**src/rtl/tmds_decoder.sv**
```systemverilog
// rtl/tmds_decoder.sv - TMDS receive symbol decoder with word-alignment state machine
//
// Purpose: recovers 8-bit pixel data, c0/c1 and de from one DVI channel's 10-bit
// symbols through a 2-stage pipeline, and aligns the deserializer by requesting
// bit slips until a run of control tokens is seen.
//
// Optional feature macro: TMDS_DECODER_DISPARITY_CHECK_EN (adds disp_err port)
//
// Ports:
//   clk      in   pixel clock, rising edge
//   rst      in   synchronous active-high reset
//   din      in   [9:0] raw symbol, bit 0 first on the wire
//   dout     out  [7:0] decoded pixel byte, 0 for control tokens
//   c0, c1   out  decoded control bits, held during data periods
//   de       out  1 = data symbol, 0 = control token
//   locked   out  alignment achieved
//   bitslip  out  one-cycle deserializer slip request
//   disp_err out  one-cycle running-disparity violation (macro only)

module tmds_decoder #(
    parameter int SEARCH_TIMEOUT = 4096,
    parameter int SLIP_WAIT      = 16,
    parameter int CTRL_RUN       = 8,
    parameter int LOSS_TIMEOUT   = 65536
) (
    input  logic       clk,
    input  logic       rst,
    input  logic [9:0] din,
    output logic [7:0] dout,
    output logic       c0,
    output logic       c1,
    output logic       de,
    output logic       locked,
    output logic       bitslip
`ifdef TMDS_DECODER_DISPARITY_CHECK_EN
    ,
    output logic       disp_err
`endif
);

    localparam logic [16:0] SEARCH_LIM = 17'(SEARCH_TIMEOUT);
    localparam logic [16:0] WAIT_LIM   = 17'(SLIP_WAIT);
    localparam logic [16:0] RUN_LIM    = 17'(CTRL_RUN);
    localparam logic [16:0] LOSS_LIM   = 17'(LOSS_TIMEOUT);

    typedef enum logic [1:0] {
        S_SEARCH = 2'd0,
        S_SLIP   = 2'd1,
        S_LOCKED = 2'd2
    } state_t;

    logic [9:0]  r_din_1;
    state_t      r_state;
    logic [16:0] r_run;
    logic [16:0] r_cnt;   // search timeout, slip settle wait, or loss counter by state

    logic        w_is_ctrl;
    logic [1:0]  w_ctrl;
    logic [7:0]  w_d;
    logic [7:0]  w_data;
    logic [16:0] w_run_inc;
    logic [16:0] w_cnt_inc;

    // Stage 1
    always_ff @(posedge clk) begin
        if (rst) r_din_1 <= '0;
        else     r_din_1 <= din;
    end

    always_comb begin
        w_is_ctrl = 1'b1;
        w_ctrl    = 2'b00;
        case (r_din_1)
            10'b1101010100: w_ctrl = 2'b00;
            10'b0010101011: w_ctrl = 2'b01;
            10'b0101010100: w_ctrl = 2'b10;
            10'b1010101011: w_ctrl = 2'b11;
            default:        w_is_ctrl = 1'b0;
        endcase
    end

    // Undo the optional inversion, then the XOR/XNOR transition chain.
    always_comb begin
        w_d       = r_din_1[9] ? ~r_din_1[7:0] : r_din_1[7:0];
        w_data    = '0;
        w_data[0] = w_d[0];
        for (int i = 1; i < 8; i++) begin
            w_data[i] = r_din_1[8] ? (w_d[i] ^ w_d[i-1]) : ~(w_d[i] ^ w_d[i-1]);
        end
    end

    // Stage 2
    always_ff @(posedge clk) begin
        if (rst) begin
            dout <= '0;
            c0   <= 1'b0;
            c1   <= 1'b0;
            de   <= 1'b0;
        end else if (w_is_ctrl) begin
            dout <= '0;
            c1   <= w_ctrl[1];
            c0   <= w_ctrl[0];
            de   <= 1'b0;
        end else begin
            dout <= w_data;
            de   <= 1'b1;
        end
    end

    // Counters saturate at all-ones instead of wrapping.
    assign w_run_inc = (r_run == '1) ? r_run : r_run + 17'd1;
    assign w_cnt_inc = (r_cnt == '1) ? r_cnt : r_cnt + 17'd1;

    always_ff @(posedge clk) begin
        if (rst) begin
            r_state <= S_SEARCH;
            r_run   <= '0;
            r_cnt   <= '0;
            locked  <= 1'b0;
            bitslip <= 1'b0;
        end else begin
            bitslip <= 1'b0;
            case (r_state)
                S_SEARCH: begin
                    r_cnt <= w_cnt_inc;
                    r_run <= w_is_ctrl ? w_run_inc : 17'd0;
                    // A data symbol clears the run, so lock needs a token this cycle.
                    if (w_is_ctrl && (w_run_inc >= RUN_LIM)) begin
                        r_state <= S_LOCKED;
                        locked  <= 1'b1;
                        r_run   <= '0;
                        r_cnt   <= '0;
                    end else if (w_cnt_inc >= SEARCH_LIM) begin
                        r_state <= S_SLIP;
                        bitslip <= 1'b1;
                        r_run   <= '0;
                        r_cnt   <= '0;
                    end
                end
                S_SLIP: begin
                    r_cnt <= w_cnt_inc;
                    if (w_cnt_inc >= WAIT_LIM) begin
                        r_state <= S_SEARCH;
                        r_run   <= '0;
                        r_cnt   <= '0;
                    end
                end
                S_LOCKED: begin
                    if (w_is_ctrl) begin
                        r_cnt <= '0;
                    end else if (w_cnt_inc >= LOSS_LIM) begin
                        r_state <= S_SEARCH;
                        locked  <= 1'b0;
                        r_run   <= '0;
                        r_cnt   <= '0;
                    end else begin
                        r_cnt <= w_cnt_inc;
                    end
                end
                default: begin
                    r_state <= S_SEARCH;
                    locked  <= 1'b0;
                    r_run   <= '0;
                    r_cnt   <= '0;
                end
            endcase
        end
    end

`ifdef TMDS_DECODER_DISPARITY_CHECK_EN
    logic signed [5:0] r_acc;
    logic [3:0]        w_ones;
    logic signed [6:0] w_sum;

    // ones - zeros over 10 bits is 2*ones - 10; one extra bit keeps the sum exact.
    assign w_ones = 4'($countones(r_din_1));
    assign w_sum  = $signed({r_acc[5], r_acc}) + $signed({2'b00, w_ones, 1'b0}) - 7'sd10;

    always_ff @(posedge clk) begin
        if (rst) begin
            r_acc    <= '0;
            disp_err <= 1'b0;
        end else begin
            disp_err <= 1'b0;
            if (w_is_ctrl) begin
                r_acc <= '0;
            end else if ((w_sum > 7'sd16) || (w_sum < -7'sd16)) begin
                disp_err <= 1'b1;
                r_acc    <= '0;
            end else begin
                r_acc <= w_sum[5:0];
            end
        end
    end
`endif

endmodule
```
**config.mk**
```make
export PLATFORM = sky130hd
export DESIGN_NAME = tmds_decoder
export DESIGN_NICKNAME = d
export VERILOG_FILES = /design/src/rtl/tmds_decoder.sv
export SDC_FILE = /design/constraint.sdc
export NUM_CORES = 1
export LEC_CHECK = 0
export BUFFER_PORTS_ARGS = -buffer_cell sky130_fd_sc_hd__buf_2
export CAP_MARGIN = 20
export CELL_PAD_IN_SITES_DETAIL_PLACEMENT = 1
export CELL_PAD_IN_SITES_GLOBAL_PLACEMENT = 1
export CORE_ASPECT_RATIO = 0.6
export CORE_MARGIN = 8
export CORE_UTILIZATION = 41
export DETAILED_ROUTE_END_ITERATION = 12
export PLACE_DENSITY = 0.84
export SYNTH_ARGS = -nofsm -noshare
export SYNTH_HDL_FRONTEND = slang
export SYNTH_SLANG_ARGS = --single-unit
```
**constraint.sdc**
```tcl
create_clock -name clk -period 2.3 [get_ports clk]
set_input_delay 0.115 -clock clk [delete_from_list [all_inputs] [get_ports clk]]
set_output_delay 0.115 -clock clk [all_outputs]
set_load 0.1 [all_outputs]
```
==> impl_metrics.tcl, run 1 <==
set metrics [dict create \
    numCtsBuffers 9 \
    outcome "complete, but fails checks" \
    gr-usage-met2_pct 39.6 \
    synth.area.top_cells "dfxtp_1 39%, xnor2_1 5.2%, ha_1 4.1%, nor2_1 3.3%, a21oi_1 3.1%" \
    avgSynthCellArea_um2 8.86 \
    antenna_cells 0 \
    synthFlopType "dfxtp_1" \
    peakVddDrop_uv 596 \
    io_buffers 24 \
    worst_slack_ns -0.501 \
    global_route.usage.total_pct 25.1 \
    totalWireLength_um 17000 \
    clk_pin_slew_ns 0.06 \
    fin_util_pct 67.9 \
    maxSlewHeadroom_pct 58.6 \
    grt_max_degree 23 \
    postRouteAntennaNets 0 \
    vias 3735 \
    power.density_mw_per_mm2 624 \
    hp-start "din[2]" \
    first_global_vias 3588 \
    leakage_nw 1.95 \
    path_max_fanout 7 \
    cts_buffer_depth 2 \
    drt_first_pass_iters 5 \
    cp.required_ns 2.54 \
    async_flop_share_pct 0 \
    hold_viol_final 0 \
    cts_tree "yes" \
    synth_enable_flop_cells 0 \
    drcViolationCount 0 \
    drt_iter0_drc 460 \
    core-area_mm2 0.00724 \
    p_sw_mw 0.825 \
    crit_buf_inv 2 \
    die_x_um 127 \
    drive_gt1_share_pct 46.9 \
    startpoint "r_run[6]$_SDFFE_PP0P_" \
    combPwrFrac_pct 13.9 \
    synth_area_mm2 0.00306 \
    die_area_mm2 0.0106 \
    ys_seq_area_share_pct 38.6 \
    hpwl_um 7300 \
    fin_crit_sh_pct 122 \
    arrival_ns 3.05 \
    rsz0062_at_grt "yes" \
    synthToLayoutAreaGrowth_pct 60.9 \
    grt_pass1_wl_um 20500 \
    violations "setup timing" \
    grt.busiest_layer "met2" \
    cp-end-kind "flop" \
    die_y_um 82.9 \
    cpMaxStageDelayCell "nor4_4" \
    clkSinkCount 59 \
    path_cells "buf_4 -> and3_1 -> nand3_1 -> o31ai_1 -> nand4_1 -> nor4_4 -> buf_4 -> a211oi_2 -> nor3b_1" \
    cts-root-buf "clkbuf_16" \
    met1_usage_pct 29.6 \
    critPathLaunchType "flop" \
    crit_top_cell "buf_4" \
    ys_ff_latch 59 \
    hold_class "in2reg" \
    cp_slowest_stage_delay_ns 0.50 \
    synth_top_area_cell "dfxtp_1" \
    rr_startpoint "r_run[6]$_SDFFE_PP0P_" \
    max_freq_ghz 0.357 \
    synthCells 345 \
    clk_latency_ns 0.34 \
    switching_share_pct 26.9 \
    power.internal_mw 2.24 \
    globalplace.congestion 0.919 \
    final_max_slew_viol_count 0 \
    tightest_slew_ns 0.620 \
    path_delay_family "simple AND/OR/NAND/NOR gates" \
    drv_cap 0 \
    grt_overflow 0 \
    start_util_pct 42.2 \
    vias_per_cell 6.52 \
    grt_use_met3_pct 7.78 \
    antenna_found_initial 0 \
    fin_hold_ws_ns 0.0198 \
    skew_ns 0.0109 \
    nets 487 \
    synth_nets 367 \
    wl_per_cell_um 29.7 \
    min_period_ns 2.80 \
    yosysTopAreaCellShare_pct 38.6 \
    ys_warn_count 0 \
    seqPwrFrac_pct 35.3 \
    setup_violations 37 \
    rows 24 \
    io_pins 25 \
    netlist-cell-type-count 61 \
    htreeDepth 3 \
    p_clk_share_pct 50.8 \
    crit_type "reg2reg" \
]
registers in the layout, summed over array words and instances (netlist names):
signal   cells
bitslip      1
c0           1
c1           1
de           1
dout         8
locked       1
r_cnt       17
r_din_1     10
r_run       17
r_state      2
per-layer routing:
layer	up-vias	routed length (um)	part of all wire (%)
li1	1484	-	-
met1	1847	6300	37
met2	279	7460	44
met3	125	1890	11
met4	0	1350	8.0
met5	-	0	0
worst register-to-register path, delay by kind of cell, from the launching register on:
kind | cells | cell delay, ns
AO/OA/AOI/OAI | 2 | 0.35
buffers and inverters | 2 | 0.42
flip-flops | 1 | 0.43
AND/OR/NAND/NOR | 5 | 1.50
through the flow:
step                      area (um^2)  total power, mW  setup TNS, ns  setup slack, ns  std cells
after global routing             4920             3.12         -12.12           -0.515        573
after CTS                        4550             3.00          -2.08           -0.145        560
after global placement           3810             1.40         -0.997          -0.0838        529
after detailed placement         3810             1.41          -4.54           -0.220        529
final                            4920             3.07         -10.67           -0.501        573
after floorplan                  3090             1.32              0          0.00608        345
placed cells by master, fill, tap and decap left out, types with 6 or more instances in the layout:
| cell | Yosys | routed |
|---|---|---|
| dfxtp_4 | 0 | 8 |
| nor2_1 | 27 | 24 |
| buf_6 | 2 | 7 |
| nand2_1 | 21 | 18 |
| o21ai_0 | 9 | 6 |
| o211ai_1 | 7 | 7 |
| xnor2_1 | 18 | 18 |
| dfxtp_2 | 0 | 9 |
| a21oi_2 | 0 | 7 |
| buf_4 | 1 | 85 |
| nor2b_1 | 11 | 11 |
| nand4_1 | 11 | 11 |
| dlygate4sd3_1 | 0 | 6 |
| ha_1 | 10 | 8 |
| and2_1 | 15 | 13 |
| clkbuf_16 | 0 | 9 |
| a21oi_1 | 19 | 7 |
| inv_1 | 12 | 12 |
| dfxtp_1 | 59 | 42 |
| xor2_1 | 7 | 7 |
| buf_2 | 6 | 24 |
| nand3_1 | 16 | 13 |
cells in the mapped netlist (3+ instances only):
cell type	n
nand3_1	16
nor3_1	7
a21oi_1	19
o21ai_0	9
nand4_1	11
buf_2	6
nor2_1	27
or3_1	6
clkbuf_1	8
mux2i_1	4
ha_1	10
o211ai_1	7
nor4_1	5
o31ai_1	4
and3_1	3
and2_1	15
a22oi_1	3
nor2b_1	11
inv_1	12
nand2_1	21
a31oi_1	6
xnor2_1	18
and4_1	3
nand2b_1	4
dfxtp_1	59
xor2_1	7
cell families (layout without fill, tap and decap cells):
| group | Yosys count | count (layout) | share of synthesized area [%] |
|---|---|---|---|
| AOI/OAI and AO/OA | 69 | 70 | 15.0 |
| xor gates and xnor gates | 25 | 25 | 7.16 |
| adders and majority gates | 10 | 10 | 4.09 |
| buffers and inverters | 29 | 152 | 4.42 |
| DFF | 59 | 59 | 38.6 |
| muxes | 5 | 5 | 1.68 |
| other | 1 | 1 | 0.123 |
| and+or+nand+nor | 147 | 147 | 28.9 |
area by class of cell:
class,count,area (um^2)
clock buffer,10,229
clock inverter,5,103
fill,785,2320
inverter,12,45.0
multi-input combinational,258,2230
sequential,59,1220
tap,104,130
timing repair buffer,125,957
power by group through the flow:
stage | combinational (mW) | clock (mW) | sequential, mW
2_1_floorplan | 0.106 | 0 | 1.22
3_3_place_gp | 0.306 | 0 | 1.10
3_5_place_dp | 0.315 | 0 | 1.10
4_1_cts | 0.376 | 1.54 | 1.08
5_1_grt | 0.438 | 1.60 | 1.08
6_report | 0.427 | 1.56 | 1.08
repair_timing:
| item | 4_1_cts | 5_1_grt |
|---|---|---|
| resized for setup | 51 | 64 |
| endpoints found under the setup margin | 37 | 37 |
| pin swaps | 30 | 29 |
| hold buffers | 6 | 0 |
| gates cloned | 1 | 1 |
| endpoints found under the hold margin | 6 | 0 |
| buffers inserted | 9 | 13 |
worst paths after layout:
check | end | slack (ns) | cells after the start
max | r_run[16]$_SDFFE_PP0P_ | -0.50 | 9
min | r_din_1[2]$_SDFF_PP0_ | 0.02 | 2
max reg2reg | r_run[16]$_SDFFE_PP0P_ | -0.50 | 9
min reg2reg | r_run[3]$_SDFFE_PP0P_ | 0.56 | 1
(Power assumes the default switching activity.)
==> run 2: changes to the inputs <==
CORE_ASPECT_RATIO = 0.9   (was 0.6)
CORE_UTILIZATION = 43   (was 41)
CTS_BUF_LIST = sky130_fd_sc_hd__clkbuf_8   (was not set)
PLACE_DENSITY = 0.87   (was 0.84)
==> run 2 against run 1 <==
  * The flow finishes with violations (hold timing, setup timing)
  * Clock skew is 0.0055 ns higher
  * Largest cell class unchanged
  * Die area is 4.7% lower
  * Critical path depth up 2
  * Clock power is 31% lower
  * Setup slack better by 0.033 ns
  * Sequential power about the same
  * Design area decreased by 3.6%
  * Highest routed layer is now met5
  * Global-route usage grew 4.3 points
  * Sequential share of layout area up 0.68 points
==> impl_metrics.tcl, run 2 (synthesized netlist as in run 1, its figures left out) <==
set metrics [dict create \
    outcome "complete, but fails checks" \
    violations "hold timing, setup timing" \
    grt_max_degree 25 \
    finalPower_mw 2.58 \
    design_area_mm2 0.00474 \
    die_area_mm2 0.0101 \
    drt_first_pass_iters 5 \
    wl_per_cell_um 30.5 \
    cts-root-buf "clkbuf_8" \
    power.density_mw_per_mm2 543 \
    antenna_cells 0 \
    grt_overflow 0 \
    cts_buffer_depth 2 \
    htreeDepth 3 \
    cts_tree "yes" \
    fin_util_pct 68.1 \
    dp.cells 514 \
    arrival_ns 3.03 \
    maxSlewHeadroom_pct 58.3 \
    die_y_um 96.0 \
    leakage_nw 1.92 \
    rr_worst_depth 11 \
    hp-start "din[3]" \
    nets 492 \
    postRouteAntennaNets 0 \
    vias 3788 \
    fin_crit_sh_pct 120 \
    placed_area_mm2 0.00376 \
    tightest_slew_ns 0.610 \
    max_freq_ghz 0.361 \
    worst_slack_ns -0.468 \
    fin_hold_ws_ns -0.000169 \
    hold_end "r_din_1[3]$_SDFF_PP0_" \
    hold_class "in2reg" \
    drcViolationCount 0 \
    hpwl_um 7190 \
    skew_ns 0.0164 \
    totalWireLength_um 17300 \
    place_ws_ns -0.247 \
    reg_top3 "r_cnt (17), r_run (17), r_din_1 (10)" \
    core-area_mm2 0.00697 \
    holdPathStages 2 \
    start_util_pct 43.9 \
    path_max_fanout 5 \
    vias_per_cell 6.67 \
    die_x_um 105 \
    clkSinkCount 59 \
    hold_viol_final 1 \
    final_common_cell "buf_4" \
    io_buffers 24 \
    drt_iter0_drc 370 \
    peakVddDrop_uv 486 \
    final_max_slew_viol_count 0 \
    io_pins 25 \
    synthToLayoutAreaGrowth_pct 55.1 \
    min_period_ns 2.77 \
    layout.cells.non_filler 568 \
    numCtsBuffers 9 \
    drv_cap 0 \
    crit_type "reg2reg" \
    rows 29 \
    clk_pin_slew_ns 0.09 \
    rr_endpoint "r_cnt[8]$_SDFF_PP0_" \
    critPathLaunchType "flop" \
    first_global_vias 3850 \
    setup_violations 37 \
    rsz0062_at_grt "yes" \
    cp.required_ns 2.56 \
    cp-end-kind "flop" \
    global_route.usage.total_pct 29.4 \
    final_cell_mix "87 x buf_4, 45 x dfxtp_1, 24 x buf_2" \
    clk_latency_ns 0.38 \
    grt_pass1_wl_um 22500 \
    drive_gt1_share_pct 48.2 \
    rr_startpoint "r_run[1]$_SDFFE_PP0P_" \
    rrSetupSlack_ns -0.47 \
    antenna_found_initial 2 \
    globalplace.congestion 0.971 \
]
-- run 2: cell types whose count changed in the layout (fill, tap and decap cells not counted), moves of 3 or more --
cell	before	now
a21oi_4	5	2
clkbuf_8	0	10
dfxtp_1	42	45
clkbuf_16	9	0
nor3_2	4	1
dfxtp_4	8	5
and2_4	2	8
nor3_1	2	5
and2_1	13	6
buf_6	7	10
o31ai_2	0	3
-- run 2: worst max path at each step --
stage                     slack [ns]  cells past startpoint                   from                    end
after floorplan                0.006                      8  r_run[1]$_SDFFE_PP0P_    r_cnt[5]$_SDFF_PP0_
after global placement         -0.10                      9    r_cnt[0]$_SDFF_PP0_  r_run[0]$_SDFFE_PP0P_
after detailed placement       -0.25                      8  r_run[1]$_SDFFE_PP0P_    r_cnt[5]$_SDFF_PP0_
after CTS                      -0.16                     11    r_cnt[1]$_SDFF_PP0_    r_cnt[7]$_SDFF_PP0_
after global routing           -0.51                     11  r_run[1]$_SDFFE_PP0P_    r_cnt[8]$_SDFF_PP0_
final                          -0.47                     11  r_run[1]$_SDFFE_PP0P_    r_cnt[8]$_SDFF_PP0_
-- run 2: cell type report --
type                    instances  area [um^2]
flip-flops and latches         59         1210
well taps                      93          116
fillers                       749         2220
repair buffers                129          981
clock buffers                  10          138
clock inverters                 6         63.8
inverters                      12         45.0
multi-input cells             259         2190
-- run 2: per-stage QoR --
step | hold slack [ns] | TNS, ns
floorplan | 0.243 | 0
global placement | 0.330 | -1.49
detailed placement | 0.334 | -4.78
CTS | 0.00143 | -3.25
global route | 0.00611 | -13.38
finish | -0.000169 | -10.78
-- run 2: routing by layer --
layer	up-vias	GRT usage [%]	wire, um
li1	1497	-	-
met1	1863	29.6	6260
met2	289	52.6	8120
met3	135	7.56	1530
met4	4	22.5	1390
met5	-	0	24
-- run 2: report_power, final --
group	leakage, nW	total, mW	internal (mW)	switching [mW]
sequential	0.490	1.09	1.05	0.0364
clock	0.0987	1.07	0.530	0.536
combinational	1.33	0.422	0.133	0.290
total	1.92	2.58	1.71	0.862
-- run 2: what timing repair did --
item / CTS / global route
endpoints found under the hold margin: 6 / 0
hold buffers: 6 / 0
endpoints found under the setup margin: 37 / 37
gates cloned: 2 / 0
pin swaps: 35 / 27
buffers inserted: 15 / 17
resized for setup: 65 / 45
-- run 2: worst max-delay path, stage by stage, from the launching register on --
cell       delay [ns]
dfxtp_1          0.37
ha_4             0.14
nand4_1          0.12
buf_4            0.18
a2111oi_0        0.55
nor2_1           0.17
o32ai_2          0.27
nor4_4           0.09
buf_4            0.18
o21bai_4         0.29
buf_6            0.20
a21oi_2          0.08
==> run 3: changes to the inputs <==
CORE_UTILIZATION = 45   (was 43)
clock period = 2.7 ns   (was 2.3 ns; I/O delays follow)
==> run 3 against run 2 <==
  * The flow now finishes without violations
  * Combinational power shrank 40%
  * Global-route usage down 10 points
  * Register-to-register slack better by 0.59 ns
  * Sequential cell count is the same
  * Power fell by 19%
  * Design area is 23% lower
  * Worst hold slack better by 0.017 ns
  * Wire length fell by 49%
  * First-iteration DRC count is 75% lower
  * Sequential power decreased by 15%
  * Critical path depth shrank 2
  * Non-clock buffer count fell by 85
==> impl_metrics.tcl, run 3 (synthesized netlist as in run 1, its figures left out) <==
set metrics [dict create \
    final_max_slew_viol_count 0 \
    path_delay_family "compound AO/OA/AOI/OAI gates" \
    max_freq_ghz 0.388 \
    nets 405 \
    min_period_ns 2.57 \
    clk_latency_ns 0.35 \
    skew_ns 0.0130 \
    hpwl_um 5770 \
    drt_iter0_drc 92 \
    finalPower_mw 2.10 \
    post_cts_buffers 0 \
    cts-root-buf "clkbuf_8" \
    tns_ns 0 \
    power.density_mw_per_mm2 573 \
    crit_top_cell "buf_4" \
    cp.required_ns 2.98 \
    vias_per_cell 5.80 \
    first_global_vias 2912 \
    critPathCapture "r_cnt[0]$_SDFF_PP0_" \
    start_util_pct 46.4 \
    dp.cells 457 \
    globalplace.congestion 0.865 \
    postRouteAntennaNets 0 \
    io_pins 25 \
    rr_worst_depth 9 \
    core-area_mm2 0.00659 \
    htreeDepth 3 \
    vias 2776 \
    tightest_slew_ns 0.502 \
    antenna_found_initial 0 \
    path_cells "nand3_4 -> buf_4 -> nor4_4 -> o2111a_1 -> o21ai_2 -> o21ai_0 -> nand2_1 -> buf_4 -> a21oi_1" \
    layout.cells.non_filler 479 \
    drcViolationCount 0 \
    drt_first_pass_iters 4 \
    die_area_mm2 0.00969 \
    outcome "finished, final reports clean" \
    maxSlewHeadroom_pct 66.4 \
    leakage_nw 1.38 \
    grt_overflow 0 \
    cts_buffer_depth 2 \
    rr_startpoint "r_cnt[8]$_SDFF_PP0_" \
    arrival_ns 2.85 \
    die_x_um 103 \
    clk_pin_slew_ns 0.08 \
    totalWireLength_um 8900 \
    wl_per_cell_um 18.6 \
    io_buffers 24 \
    crit_type "reg2reg" \
    crit_cells 9 \
    place_ws_ns 0.0246 \
    fin_crit_sh_pct 95.3 \
    cp_slowest_stage_delay_ns 0.47 \
    clkSinkCount 59 \
    cp-end-kind "flop" \
    cpMaxStageDelayCell "dfxtp_1" \
    path_max_fanout 8 \
    die_y_um 94.2 \
    rows 28 \
    global_route.usage.total_pct 19.1 \
    hold_viol_final 0 \
    final_common_cell "dfxtp_1" \
    peakVddDrop_uv 373 \
    worst_slack_ns 0.126 \
    fillCellCount 780 \
    numCtsBuffers 9 \
    placed_area_mm2 0.00331 \
    drive_gt1_share_pct 20.9 \
    startpoint "r_cnt[8]$_SDFF_PP0_" \
    grt_max_degree 23 \
    reg_top3 "r_cnt (17), r_run (17), r_din_1 (10)" \
    drv_cap 0 \
    rr_endpoint "r_cnt[0]$_SDFF_PP0_" \
    setup_violations 0 \
    synthToLayoutAreaGrowth_pct 19.9 \
    crit_buf_inv 2 \
    fin_hold_ws_ns 0.0167 \
    multi_input_area_mm2 0.00181 \
    seq_area_mm2 0.00118 \
    hold_class "in2reg" \
    rrSetupSlack_ns 0.13 \
    critPathLaunchType "flop" \
    fin_util_pct 55.6 \
    design_area_mm2 0.00366 \
    cts_tree "yes" \
    final_cell_mix "56 x dfxtp_1, 27 x nor2_1, 24 x buf_2" \
    grt_pass1_wl_um 14500 \
]
-- run 3: changes by cell type in the layout (fill, tap and decap cells not counted), sizes merged --
cell / previous run / this run
bufinv: 1 / 2
diode: 0 / 1
o21bai: 4 / 3
buf: 123 / 39
o21ba: 2 / 1
clkinvlp: 2 / 0
dlygate4sd3: 6 / 5
clkinv: 2 / 4
clkbuf: 10 / 9
-- run 3: worst min-delay path by stage --
stage                      start                    end  slack (ns)  cells after the start
final                     din[8]  r_din_1[8]$_SDFF_PP0_        0.02                      2
after global routing      din[7]  r_din_1[7]$_SDFF_PP0_        0.02                      2
after CTS                 din[8]  r_din_1[8]$_SDFF_PP0_       0.002                      2
after detailed placement  din[1]  r_din_1[1]$_SDFF_PP0_        0.35                      2
after global placement    din[6]  r_din_1[6]$_SDFF_PP0_        0.35                      2
after floorplan           din[0]  r_din_1[0]$_SDFF_PP0_        0.26                      1
-- run 3: what timing repair did --
action | in CTS | in global routing
hold buffers | 5 | 0
gates cloned | 0 | 0
resized for setup | 2 | 15
endpoints found under the hold margin | 5 | 0
endpoints found under the setup margin | 5 | 33
pin swaps | 0 | 3
-- run 3: report_power, final --
part | leakage, nW | switching [mW] | internal, mW
registers | 0.483 | 0.0251 | 0.899
logic | 0.787 | 0.180 | 0.0719
clock network | 0.114 | 0.397 | 0.525
total | 1.38 | 0.603 | 1.50
-- run 3: final cells by class --
| cell class | count | share of cell area [%] |
|---|---|---|
| clock inverter | 7 | 2.73 |
| antenna | 1 | 0.0683 |
| timing repair buffer | 44 | 7.72 |
| sequential | 59 | 32.3 |
| clock buffer | 9 | 3.38 |
| multi-input combinational | 257 | 49.5 |
| tap | 90 | 3.07 |
| inverter | 12 | 1.23 |
-- run 3: metal layers --
layer	wire (um)	global-route usage (%)
met4	257	9.03
met2	4490	32.6
met1	3740	21.7
met3	411	4.96
met5	0	0
-- run 3: worst reg2reg max path: stages, from the launching register on --
cell,delay (ns)
dfxtp_1,0.47
nand3_4,0.17
buf_4,0.19
nor4_4,0.30
o2111a_1,0.29
o21ai_2,0.11
o21ai_0,0.30
nand2_1,0.28
buf_4,0.24
a21oi_1,0.15
